File: config.mk
export PLATFORM = sky130hd
export DESIGN_NAME = fa_serial_sched_flat
export DESIGN_NICKNAME = d
export VERILOG_FILES = /design/src/rtl/fa_serial_sched_if.sv /design/src/rtl/fa_serial_sched.sv /design/src/flat_wrapper.sv
export SDC_FILE = /design/constraint.sdc
export NUM_CORES = 1
export LEC_CHECK = 0
export CAP_MARGIN = 20
export CORE_AREA = 2 2 73 68
export DETAILED_ROUTE_END_ITERATION = 8
export DIE_AREA = 0 0 75 70
export PLACE_DENSITY_LB_ADDON = 0.05
export SETUP_SLACK_MARGIN = 0.05
export SLEW_MARGIN = 0
export SYNTH_ARGS = -nofsm -noshare
export SYNTH_HDL_FRONTEND = slang
export SYNTH_SLANG_ARGS = --single-unit
File: constraint.sdc
create_clock -name clk -period 2.5 [get_ports clk]
set_input_delay 0.75 -clock clk [delete_from_list [all_inputs] [get_ports clk]]
set_output_delay 0.75 -clock clk [all_outputs]
set_load 0.005 [all_outputs]
File: src/rtl/fa_serial_sched_if.sv
// rtl/fa_serial_sched_if.sv - requester, result and adder-cell signals of fa_serial_sched
interface fa_serial_sched_if #(
    parameter int N = 8
);
    logic         req0;
    logic [N-1:0] a0;
    logic [N-1:0] b0;
    logic         cin0;
    logic         req1;
    logic [N-1:0] a1;
    logic [N-1:0] b1;
    logic         cin1;
    logic [1:0]   gnt;
    logic         busy;
    logic         done;
    logic         done_id;
    logic [N-1:0] sum;
    logic         cout;
    logic         fa_a;
    logic         fa_b;
    logic         fa_cin;
    logic         fa_sout;
    logic         fa_cout;

    // Environment side: requesters plus the analog cell outputs.
    modport master (
        output req0, a0, b0, cin0, req1, a1, b1, cin1, fa_sout, fa_cout,
        input  gnt, busy, done, done_id, sum, cout, fa_a, fa_b, fa_cin
    );

    // Scheduler side.
    modport slave (
        input  req0, a0, b0, cin0, req1, a1, b1, cin1, fa_sout, fa_cout,
        output gnt, busy, done, done_id, sum, cout, fa_a, fa_b, fa_cin
    );
endinterface

File: src/rtl/fa_serial_sched.sv
// rtl/fa_serial_sched.sv - round-robin bit-serial scheduler for one shared full-adder cell
module fa_serial_sched #(
    parameter int N      = 8,
    parameter int SETTLE = 3
) (
    input  logic             clk,
    input  logic             rst,
    fa_serial_sched_if.slave bus
);
    localparam int SET = (SETTLE < 1) ? 1 : SETTLE;
    localparam int CW  = (SET > 1) ? $clog2(SET) : 1;
    localparam int IW  = (N > 1) ? $clog2(N) : 1;
    localparam logic [CW-1:0] CNT_LAST = CW'(SET - 1);
    localparam logic [CW-1:0] CNT_ONE  = CW'(1);
    localparam logic [IW-1:0] IDX_LAST = IW'(N - 1);
    localparam logic [IW-1:0] IDX_ONE  = IW'(1);

    typedef enum logic [1:0] {IDLE, DRIVE, SAMPLE, DONE} state_t;

    state_t        state, state_nx;
    logic [N-1:0]  op_a, op_b, sum_r, sum_nx, sum_o;
    logic          cout_o;
    logic          lp;
    logic          pick, any_req;
    logic [IW-1:0] idx, idx_inc;
    logic [CW-1:0] cnt;
    logic          fa_a_r, fa_b_r, fa_cin_r;
    logic [1:0]    gnt_o;
    logic          busy_o, done_o, done_id_o;

    // Arbitration: a lone requester wins; on a tie the side not granted last wins.
    assign any_req = bus.req0 | bus.req1;
    assign pick    = (bus.req0 & bus.req1) ? ~lp : bus.req1;
    assign idx_inc = idx + IDX_ONE;

    // Result vector with the bit currently returned by the cell merged in.
    always_comb begin
        sum_nx      = sum_r;
        sum_nx[idx] = bus.fa_sout;
    end

    // State register.
    always_ff @(posedge clk or posedge rst) begin
        if (rst) begin
            state <= IDLE;
        end else begin
            state <= state_nx;
        end
    end

    // Next-state and status outputs; lp doubles as the owner of the running job.
    always_comb begin
        state_nx  = state;
        busy_o    = (state != IDLE);
        done_o    = (state == DONE);
        done_id_o = (state == DONE) & lp;
        gnt_o     = 2'b00;
        if (state != IDLE) begin
            gnt_o = lp ? 2'b10 : 2'b01;
        end
        case (state)
            IDLE:    if (any_req) state_nx = DRIVE;
            DRIVE:   if (cnt == CNT_LAST) state_nx = SAMPLE;
            SAMPLE:  state_nx = (idx == IDX_LAST) ? DONE : DRIVE;
            DONE:    state_nx = IDLE;
            default: state_nx = IDLE;
        endcase
    end

    // Operand capture, cell drive, settle counting and result reassembly.
    always_ff @(posedge clk or posedge rst) begin
        if (rst) begin
            op_a     <= '0;
            op_b     <= '0;
            lp       <= 1'b1;
            idx      <= '0;
            cnt      <= '0;
            sum_r    <= '0;
            sum_o    <= '0;
            cout_o   <= 1'b0;
            fa_a_r   <= 1'b0;
            fa_b_r   <= 1'b0;
            fa_cin_r <= 1'b0;
        end else begin
            case (state)
                IDLE: begin
                    if (any_req) begin
                        lp       <= pick;
                        op_a     <= pick ? bus.a1 : bus.a0;
                        op_b     <= pick ? bus.b1 : bus.b0;
                        idx      <= '0;
                        cnt      <= '0;
                        fa_a_r   <= pick ? bus.a1[0] : bus.a0[0];
                        fa_b_r   <= pick ? bus.b1[0] : bus.b0[0];
                        fa_cin_r <= pick ? bus.cin1 : bus.cin0;
                    end
                end
                DRIVE: begin
                    if (cnt != CNT_LAST) cnt <= cnt + CNT_ONE;
                end
                SAMPLE: begin
                    sum_r <= sum_nx;
                    if (idx == IDX_LAST) begin
                        sum_o    <= sum_nx;
                        cout_o   <= bus.fa_cout;
                        fa_a_r   <= 1'b0;
                        fa_b_r   <= 1'b0;
                        fa_cin_r <= 1'b0;
                    end else begin
                        idx      <= idx_inc;
                        cnt      <= '0;
                        fa_a_r   <= op_a[idx_inc];
                        fa_b_r   <= op_b[idx_inc];
                        // The cell's carry-out is the next bit's carry-in.
                        fa_cin_r <= bus.fa_cout;
                    end
                end
                default: ;
            endcase
        end
    end

    assign bus.gnt     = gnt_o;
    assign bus.busy    = busy_o;
    assign bus.done    = done_o;
    assign bus.done_id = done_id_o;
    assign bus.sum     = sum_o;
    assign bus.cout    = cout_o;
    assign bus.fa_a    = fa_a_r;
    assign bus.fa_b    = fa_b_r;
    assign bus.fa_cin  = fa_cin_r;
endmodule

File: src/flat_wrapper.sv
// flat-port wrapper written by rule: the top's interface ports become plain ports
module fa_serial_sched_flat 
#(
    parameter int N      = 8,
    parameter int SETTLE = 3
)
  (clk, rst, bus_req0, bus_a0, bus_b0, bus_cin0, bus_req1, bus_a1, bus_b1, bus_cin1, bus_fa_sout, bus_fa_cout, bus_gnt, bus_busy, bus_done, bus_done_id, bus_sum, bus_cout, bus_fa_a, bus_fa_b, bus_fa_cin);
  fa_serial_sched_if #(.N(N)) bus_i ();
  input  logic clk;
  input  logic rst;
  input wire logic [$bits(bus_i.req0)-1:0] bus_req0;
  input wire logic [$bits(bus_i.a0)-1:0] bus_a0;
  input wire logic [$bits(bus_i.b0)-1:0] bus_b0;
  input wire logic [$bits(bus_i.cin0)-1:0] bus_cin0;
  input wire logic [$bits(bus_i.req1)-1:0] bus_req1;
  input wire logic [$bits(bus_i.a1)-1:0] bus_a1;
  input wire logic [$bits(bus_i.b1)-1:0] bus_b1;
  input wire logic [$bits(bus_i.cin1)-1:0] bus_cin1;
  input wire logic [$bits(bus_i.fa_sout)-1:0] bus_fa_sout;
  input wire logic [$bits(bus_i.fa_cout)-1:0] bus_fa_cout;
  output wire logic [$bits(bus_i.gnt)-1:0] bus_gnt;
  output wire logic [$bits(bus_i.busy)-1:0] bus_busy;
  output wire logic [$bits(bus_i.done)-1:0] bus_done;
  output wire logic [$bits(bus_i.done_id)-1:0] bus_done_id;
  output wire logic [$bits(bus_i.sum)-1:0] bus_sum;
  output wire logic [$bits(bus_i.cout)-1:0] bus_cout;
  output wire logic [$bits(bus_i.fa_a)-1:0] bus_fa_a;
  output wire logic [$bits(bus_i.fa_b)-1:0] bus_fa_b;
  output wire logic [$bits(bus_i.fa_cin)-1:0] bus_fa_cin;
  assign bus_i.req0 = bus_req0;
  assign bus_i.a0 = bus_a0;
  assign bus_i.b0 = bus_b0;
  assign bus_i.cin0 = bus_cin0;
  assign bus_i.req1 = bus_req1;
  assign bus_i.a1 = bus_a1;
  assign bus_i.b1 = bus_b1;
  assign bus_i.cin1 = bus_cin1;
  assign bus_i.fa_sout = bus_fa_sout;
  assign bus_i.fa_cout = bus_fa_cout;
  assign bus_gnt = bus_i.gnt;
  assign bus_busy = bus_i.busy;
  assign bus_done = bus_i.done;
  assign bus_done_id = bus_i.done_id;
  assign bus_sum = bus_i.sum;
  assign bus_cout = bus_i.cout;
  assign bus_fa_a = bus_i.fa_a;
  assign bus_fa_b = bus_i.fa_b;
  assign bus_fa_cin = bus_i.fa_cin;
  fa_serial_sched #(.N(N), .SETTLE(SETTLE)) u_core (.clk(clk), .rst(rst), .bus(bus_i));
endmodule
==> metrics.md, run 1 <==
| Metric | Value |
|---|---|
| Sw frac | 0.312 |
| Setup crit start | u_core.state[1] |
| Multiplexer share of the synthesized area | 0.157 |
| GRT Overall Usage | 0.193 |
| Simple-Gate Fraction of Synth Area | 0.143 |
| Pre-antenna DRT Iters | 4 |
| Internal power | 0.00190 W |
| Run status | finished, final reports clean |
| Critical Path Sink | bus_gnt[1] |
| R2R Path End | u_core.bus.fa_a |
| Gpl congestion | 0.853 |
| Worst-margin pin slew | 323 ps |
| Final Total Pwr | 0.00276 W |
| Slew Limit Headroom | 0.784 |
| Critical Path AT | 1560 ps |
| Gate power share | 0.359 |
| DIE AREA | 5250 um^2 |
| Compound-cell area share of the yosys netlist | 0.131 |
| Final Hold Fails | 0 |
| CTS root buf | clkbuf_8 |
| DRC Markers | 0 |
| Flop2flop setup slack | 650 ps |
| Clock skew | 7.16 ps |
| RSZ-0062 raised after global routing | false |
| CP required | 1750 ps |
| DR WL met3 | 249 um |
| First-pass GRT wire length | 7.73 mm |
| Final min period | 2310 ps |
| Flops & latches, synth | 44 |
| Worst-path maximum fanout | 11 |
| Top cell type's share of synthesized area | 0.480 |
| Synth Area in Adders | 0.0223 |
| Startpoint Class | register |
| Most frequent cells after synthesis | 44 x nand2_1, 43 x dfrtp_1, 35 x o21ai_0 |
| H-tree Lvls | 2 |
| Clock Latency Late Sink | 300 ps |
| Num CTS Buffers | 5 |
| Area Growth Syn to Fin | 33.0% |
| Inserted Diodes | 0 |
| Synthesized Nets | 268 |
| Final wirelength | 4.51 mm |
| R2R cell count | 4 |
| Element type at the critical path end | output port |
| Clock power frac | 0.229 |
| Drt wl/cell | 13.2 um |
| Largest net degree at the start of global routing | 45 |
| Clock sinks | 44 |
| Total number of vias | 1,689 |
| Lkg Pwr | 1.36 nW |
| Die height | 70 um |
| Reg2reg start | u_core.idx[1] |
| Mapped cell area | 2240 um^2 |
| Core Rows | 24 |
| TNS Setup | 0 ps |
| Highest clock rate | 433 MHz |
| Avg Cell Area, Syn | 10.0 um^2 |
| Initial DRC count | 99 |
| Synth unique cells | 33 |
| Post-route ant nets | 0 |
| Most numerous cell in the Yosys netlist | nand2_1 |
| Starting Density | 0.488 |
| XOR/XNOR Fraction of Synth Area | 0 |
| Vias in the first global route | 1,682 |
| Post-Syn Instances | 224 |
| Register area share after synthesis | 0.492 |
| # fillers | 399 |
| CTS tree | yes |
| Core area | 4590 um^2 |
| EDFF count, synth | 0 |
| Fin cells | 342 |
| Min Hold Slack | 479 ps |
| Final cycle utilization of the critical path | 0.924 |
| Bufs on Longest Clock Path | 2 |
| Main combinational cell family by area after synthesis | multiplexers |
| Highest routed layer | met4 |
| Net Sw Power | 0.000861 W |
| YS warnings | 0 |
| Ys async rst share | 1.00 |
| Total congestion overflow | 0 |
| Critical Setup Path Class | register to output port |
| Routed vias/inst | 4.94 |
| Clk pin slew, worst setup/hold paths | 80 ps |
| Cell taking the most area after synthesis | dfrtp_1 |
| Seq pwr share | 0.412 |
| Cells after DPL | 335 |
| Final Instance Area | 2980 um^2 |
| M1 wire length | 2.20 mm |
| Ys flop type | dfrtp_1 |
| Post-DP HPWL | 3.26 mm |
| NumNets Final | 321 |
| Chip Width | 75 um |
| Total power per unit cell area | 926 nW/um^2 |
| Layout cell share with drive strength beyond 1 | 0.112 |
| # setup viols final | 0 |
| Ports | 57 |
| Hold Crit Class | register to register |
| Slew Viols, Final | 0 |
| Peak supply drop | 448 uV |
| Port-buffer cells | 56 |
| DR WL met2 | 2.00 mm |
| Max Cap Viol | 0 |
| Antenna violations before repair | 0 |
| Placement Cell Area | 2850 um^2 |
| Top post-synthesis cells by area | dfrtp_1 48%, mux2i_1 11%, o21ai_0 7.8% |
==> per-stage QoR <==
| stage | setup WS (ps) | util |
|---|---|---|
| 2_1_floorplan | 721 | - |
| 3_3_place_gp | 312 | 0.620 |
| 3_5_place_dp | 258 | 0.620 |
| 4_1_cts | 102 | 0.648 |
| 5_1_grt | 85.4 | 0.649 |
| 6_report | 190 | 0.649 |
==> cells by family after synthesis <==
kind of cell,after synthesis
DFF,44
adders and majority gates,4
buffers and inverters,21
muxes,32
and+or+nand+nor,74
AOI/OAI and AO/OA,49
==> how the worst min path moves through the flow <==
stage                              start  cells past startpoint             end
final                     u_core.op_b[5]                      2  u_core.op_b[5]
after global routing      u_core.op_b[5]                      2  u_core.op_b[5]
after CTS                 u_core.op_b[6]                      2  u_core.op_b[6]
after detailed placement  u_core.op_b[6]                      2  u_core.op_b[6]
after global placement    u_core.op_b[5]                      2  u_core.op_b[5]
after floorplan           u_core.op_a[4]                      2  u_core.op_a[4]
==> state kept, by name, summed over array words and instances (netlist names) <==
signal,flops
u_core.bus.cout,1
u_core.bus.fa_a,1
u_core.bus.sum,8
u_core.idx,3
u_core.op_a,8
u_core.state,2
u_core.lp,1
u_core.op_b,8
u_core.sum_r,8
u_core.bus.fa_b,1
u_core.cnt,2
u_core.bus.fa_cin,1
==> cell usage in the layout (no fill, tap or decap), drive strengths merged, types with 2 or more instances in the layout <==
cell type      netlist  routed
dfrtp               43      43
nand2b               2       2
clkdlybuf4s50        0      56
nand3                4       4
nor2b                2       2
buf                 10       7
inv                  4       3
bufinv               0       2
clkbuf               7       5
a22o                 3       3
nor2                14      14
mux2i               24      24
o221ai               4       4
mux4                 2       2
ha                   4       4
and2                 2       2
mux2                 6       6
nand2               44      44
o21ai               35      35
nand3b               2       2
==> area by class of cell <==
cell class	count	area, um^2	area share
sequential	44	1100	0.370
multi-input combinational	159	1030	0.345
timing repair buffer	63	626	0.210
clock buffer	5	68.8	0.0231
clock inverter	2	60.1	0.0202
tap	65	81.3	0.0273
inverter	4	15.0	0.00504
==> power by group through the flow <==
stage	sequential (W)	combinational (W)	clock [W]
finish	0.00114	0.000991	0.000631
floorplan	0.00108	0.000748	0
global placement	0.00114	0.000974	0
detailed placement	0.00115	0.000998	0
global route	0.00117	0.00113	0.000673
CTS	0.00114	0.00100	0.000651
==> timing repair <==
action	4_1_cts	5_1_grt
resized for setup	0	1
buffers inserted	0	0
setup endpoints to repair	0	3
hold buffers	0	0
==> routing by layer <==
metal  GRT usage  up-vias
met5           0        -
met4      0.0595        0
met3      0.0519        5
met2       0.289       39
met1       0.271      767
li1            -      878
==> worst max-delay path, stage by stage, from the launching register on <==
cell	delay, ps
dfrtp_1	530
nor2_2	110
nor2b_1	120
clkdlybuf4s50_1	500
No activity file was read; power rests on OpenSTA's default activity.
==> run 2, diff against run 1 <==
- CORE_AREA: 2 2 73 68 -> 3 3 74 69
- DIE_AREA: 0 0 75 70 -> 0 0 77 72
- TNS_END_PERCENT: unset -> 1
==> run 2 against run 1 <==
First-iteration DRC count down 47%. Largest power group unchanged. Flip-flop and latch count unchanged. Clock power down 15%. Critical endpoint unchanged. Final area down 0.71%. Cell count down 0.58%. Hold slack better by 2.0 ps.
==> metrics.md, run 2 (synthesis gave the netlist of run 1 again) <==
| Metric | Value |
|---|---|
| Largest stage delay on the critical path | 520 ps (about the same) |
| Inserted Diodes | 0 (unchanged) |
| Largest net degree at the start of global routing | 26 (-42%) |
| Bufs on Longest Clock Path | 2 (unchanged) |
| Worst-path cell chain | nor2_2 > nor2b_1 > clkdlybuf4s50_1 |
| Sw frac | 0.323 (+0.0105) |
| Post-CTS Resized | 0 (unchanged) |
| Post-route ant nets | 0 (unchanged) |
| Worst-path maximum fanout | 11 (unchanged) |
| Setup crit start | u_core.state[1] |
| Slew Viols, Final | 0 (unchanged) |
| Total congestion overflow | 0 (unchanged) |
| R2R cell count | 4 (unchanged) |
| Num CTS Buffers | 5 (unchanged) |
| Placement Cell Area | 2850 um^2 (-0.13%) |
| Worst-margin pin slew | 343 ps (+20.2 ps) |
| Flop2flop setup slack | 680 ps (+30 ps) |
| Buffering stage count on the worst path with inverters included | 1 (unchanged) |
| Reg2reg start | u_core.idx[1] |
| CTS root buf | clkbuf_8 |
| TNS Setup | 0 ps (unchanged) |
| Final Hold Fails | 0 (unchanged) |
| Highest clock rate | 437 MHz (+0.93%) |
| Clk pin slew, worst setup/hold paths | 80 ps (about the same) |
| Routed vias/inst | 5.04 (+2.1%) |
| Core area | 4400 um^2 (-4.2%) |
| RSZ-0062 raised after global routing | false |
| Final Instance Area | 2960 um^2 (-0.71%) |
| Lkg Pwr | 1.35 nW (-0.77%) |
| Final cycle utilization of the critical path | 0.915 (-0.00852) |
| Commonest non-fill, non-tap cell in the layout | clkdlybuf4s50_1 |
| Slew Limit Headroom | 0.771 (-0.0128) |
| H-tree Lvls | 2 (unchanged) |
| Clock skew | 8.25 ps (+1.09 ps) |
| Layout cell share with drive strength beyond 1 | 0.115 (+0.00319) |
| Internal power | 0.00180 W (-5.1%) |
| Critical Setup Path Class | register to output port |
| Ports | 57 (unchanged) |
| Net Sw Power | 0.000858 W (-0.37%) |
| Peak supply drop | 543 uV (+21%) |
| Area Growth Syn to Fin | 32.0% |
| Starting Density | 0.509 (+0.0212) |
| Final min period | 2290 ps (-21.3 ps) |
| Max Cap Viol | 0 (unchanged) |
| Drt wl/cell | 13.2 um (-0.10%) |
| Multi-input gate area | 1030 um^2 (unchanged) |
| DIE AREA | 5540 um^2 (+5.6%) |
| Port-buffer cells | 56 (unchanged) |
| Critical Path Sink | bus_gnt[1] |
| NumNets Final | 321 (unchanged) |
| Run status | finished, final reports clean |
| R2R Path End | u_core.bus.fa_a |
| Setup bufs post-CTS | 0 (unchanged) |
| Chip Width | 77 um (+2.7%) |
| Post-DP HPWL | 3.27 mm (+0.44%) |
| Register area | 1100 um^2 (unchanged) |
| Antenna violations before repair | 0 (unchanged) |
| CTS tree | yes |
| Vias in the first global route | 1,611 (-4.2%) |
| First-pass GRT wire length | 7.58 mm (-2.0%) |
| Slowest-stage cell, CP | dfrtp_1 |
| Total number of vias | 1,714 (+1.5%) |
| Die height | 72 um (+2.9%) |
| GRT Overall Usage | 0.172 (-0.0203) |
| DRC Markers | 0 (unchanged) |
| Pre-antenna DRT Iters | 4 (unchanged) |
| Element type at the critical path end | output port |
| Clock power frac | 0.202 (-0.027) |
| Total power per unit cell area | 899 nW/um^2 (-2.9%) |
| CP required | 1750 ps (about the same) |
| Most frequent cells in the layout | 56 x clkdlybuf4s50_1, 44 x nand2_1, 43 x dfrtp_1 |
| Core Rows | 23 (-4.2%) |
| Clock Latency Late Sink | 290 ps (about the same) |
| CP top delay family | flip-flops |
| WP depth | 3 (unchanged) |
| Seq pwr share | 0.429 (+0.017) |
| # fillers | 353 (-12%) |
| Startpoint Class | register |
| Gpl congestion | 0.779 (-8.8%) |
| Hold Buf Count CTS | 0 (unchanged) |
| Gate power share | 0.370 (+0.011) |
| Hold Crit Class | register to register |
| Final wirelength | 4.48 mm (-0.69%) |
| Initial DRC count | 52 (-47%) |
| Clock sinks | 44 (unchanged) |
| Critical Path AT | 1540 ps (-20 ps) |
| # setup viols final | 0 (unchanged) |
## run 2: how the worst min path moves through the flow
stage | start | to | slack [ps] | cells past startpoint
after detailed placement | u_core.op_b[4] | u_core.op_b[4] | 470 | 2
final | u_core.op_b[4] | u_core.op_b[4] | 480 | 2
after CTS | u_core.op_b[4] | u_core.op_b[4] | 480 | 2
after floorplan | u_core.op_a[4] | u_core.op_a[4] | 440 | 2
after global placement | u_core.sum_r[3] | u_core.sum_r[3] | 460 | 2
after global routing | u_core.bus.sum[6] | u_core.bus.sum[6] | 510 | 2
## run 2: power by group through the flow
stage	logic, W	registers (W)	clock network (W)
3_3_place_gp	0.000974	0.00114	0
3_5_place_dp	0.000991	0.00114	0
6_report	0.000984	0.00114	0.000536
2_1_floorplan	0.000748	0.00108	0
4_1_cts	0.000993	0.00114	0.000551
5_1_grt	0.00111	0.00118	0.000583
## run 2: through the flow
step | hold slack, ps | util | power (W) | instances | setup slack [ps]
2_1_floorplan | 443 | - | 0.00183 | 224 | 721
3_3_place_gp | 461 | 0.646 | 0.00211 | 332 | 296
3_5_place_dp | 466 | 0.646 | 0.00213 | 332 | 239
4_1_cts | 485 | 0.671 | 0.00268 | 340 | 116
5_1_grt | 507 | 0.672 | 0.00287 | 340 | 85.8
6_report | 480 | 0.672 | 0.00266 | 340 | 212
## run 2: layer usage
layer / up-vias / GRT usage / routed length (um)
li1: 885 / - / -
met1: 786 / 0.231 / 2230
met2: 39 / 0.276 / 2010
met3: 4 / 0.0409 / 207
met4: 0 / 0.0652 / 32
met5: - / 0 / 0
## run 2: final cells by class
cell class | instances | share of cell area
Clock buffer | 5 | 0.0233
Timing Repair Buffer | 63 | 0.211
Tap cell | 62 | 0.0262
Clock inverter | 3 | 0.0144
Inverter | 4 | 0.00507
Multi-Input combinational cell | 159 | 0.347
Sequential cell | 44 | 0.373
## run 2: tightest hold or removal path, delay by kind of cell, from the launching register on
kind / cells / cell delay, ps
flip-flops: 1 / 340
AND/OR/NAND/NOR: 1 / 40
AO/OA/AOI/OAI: 1 / 60
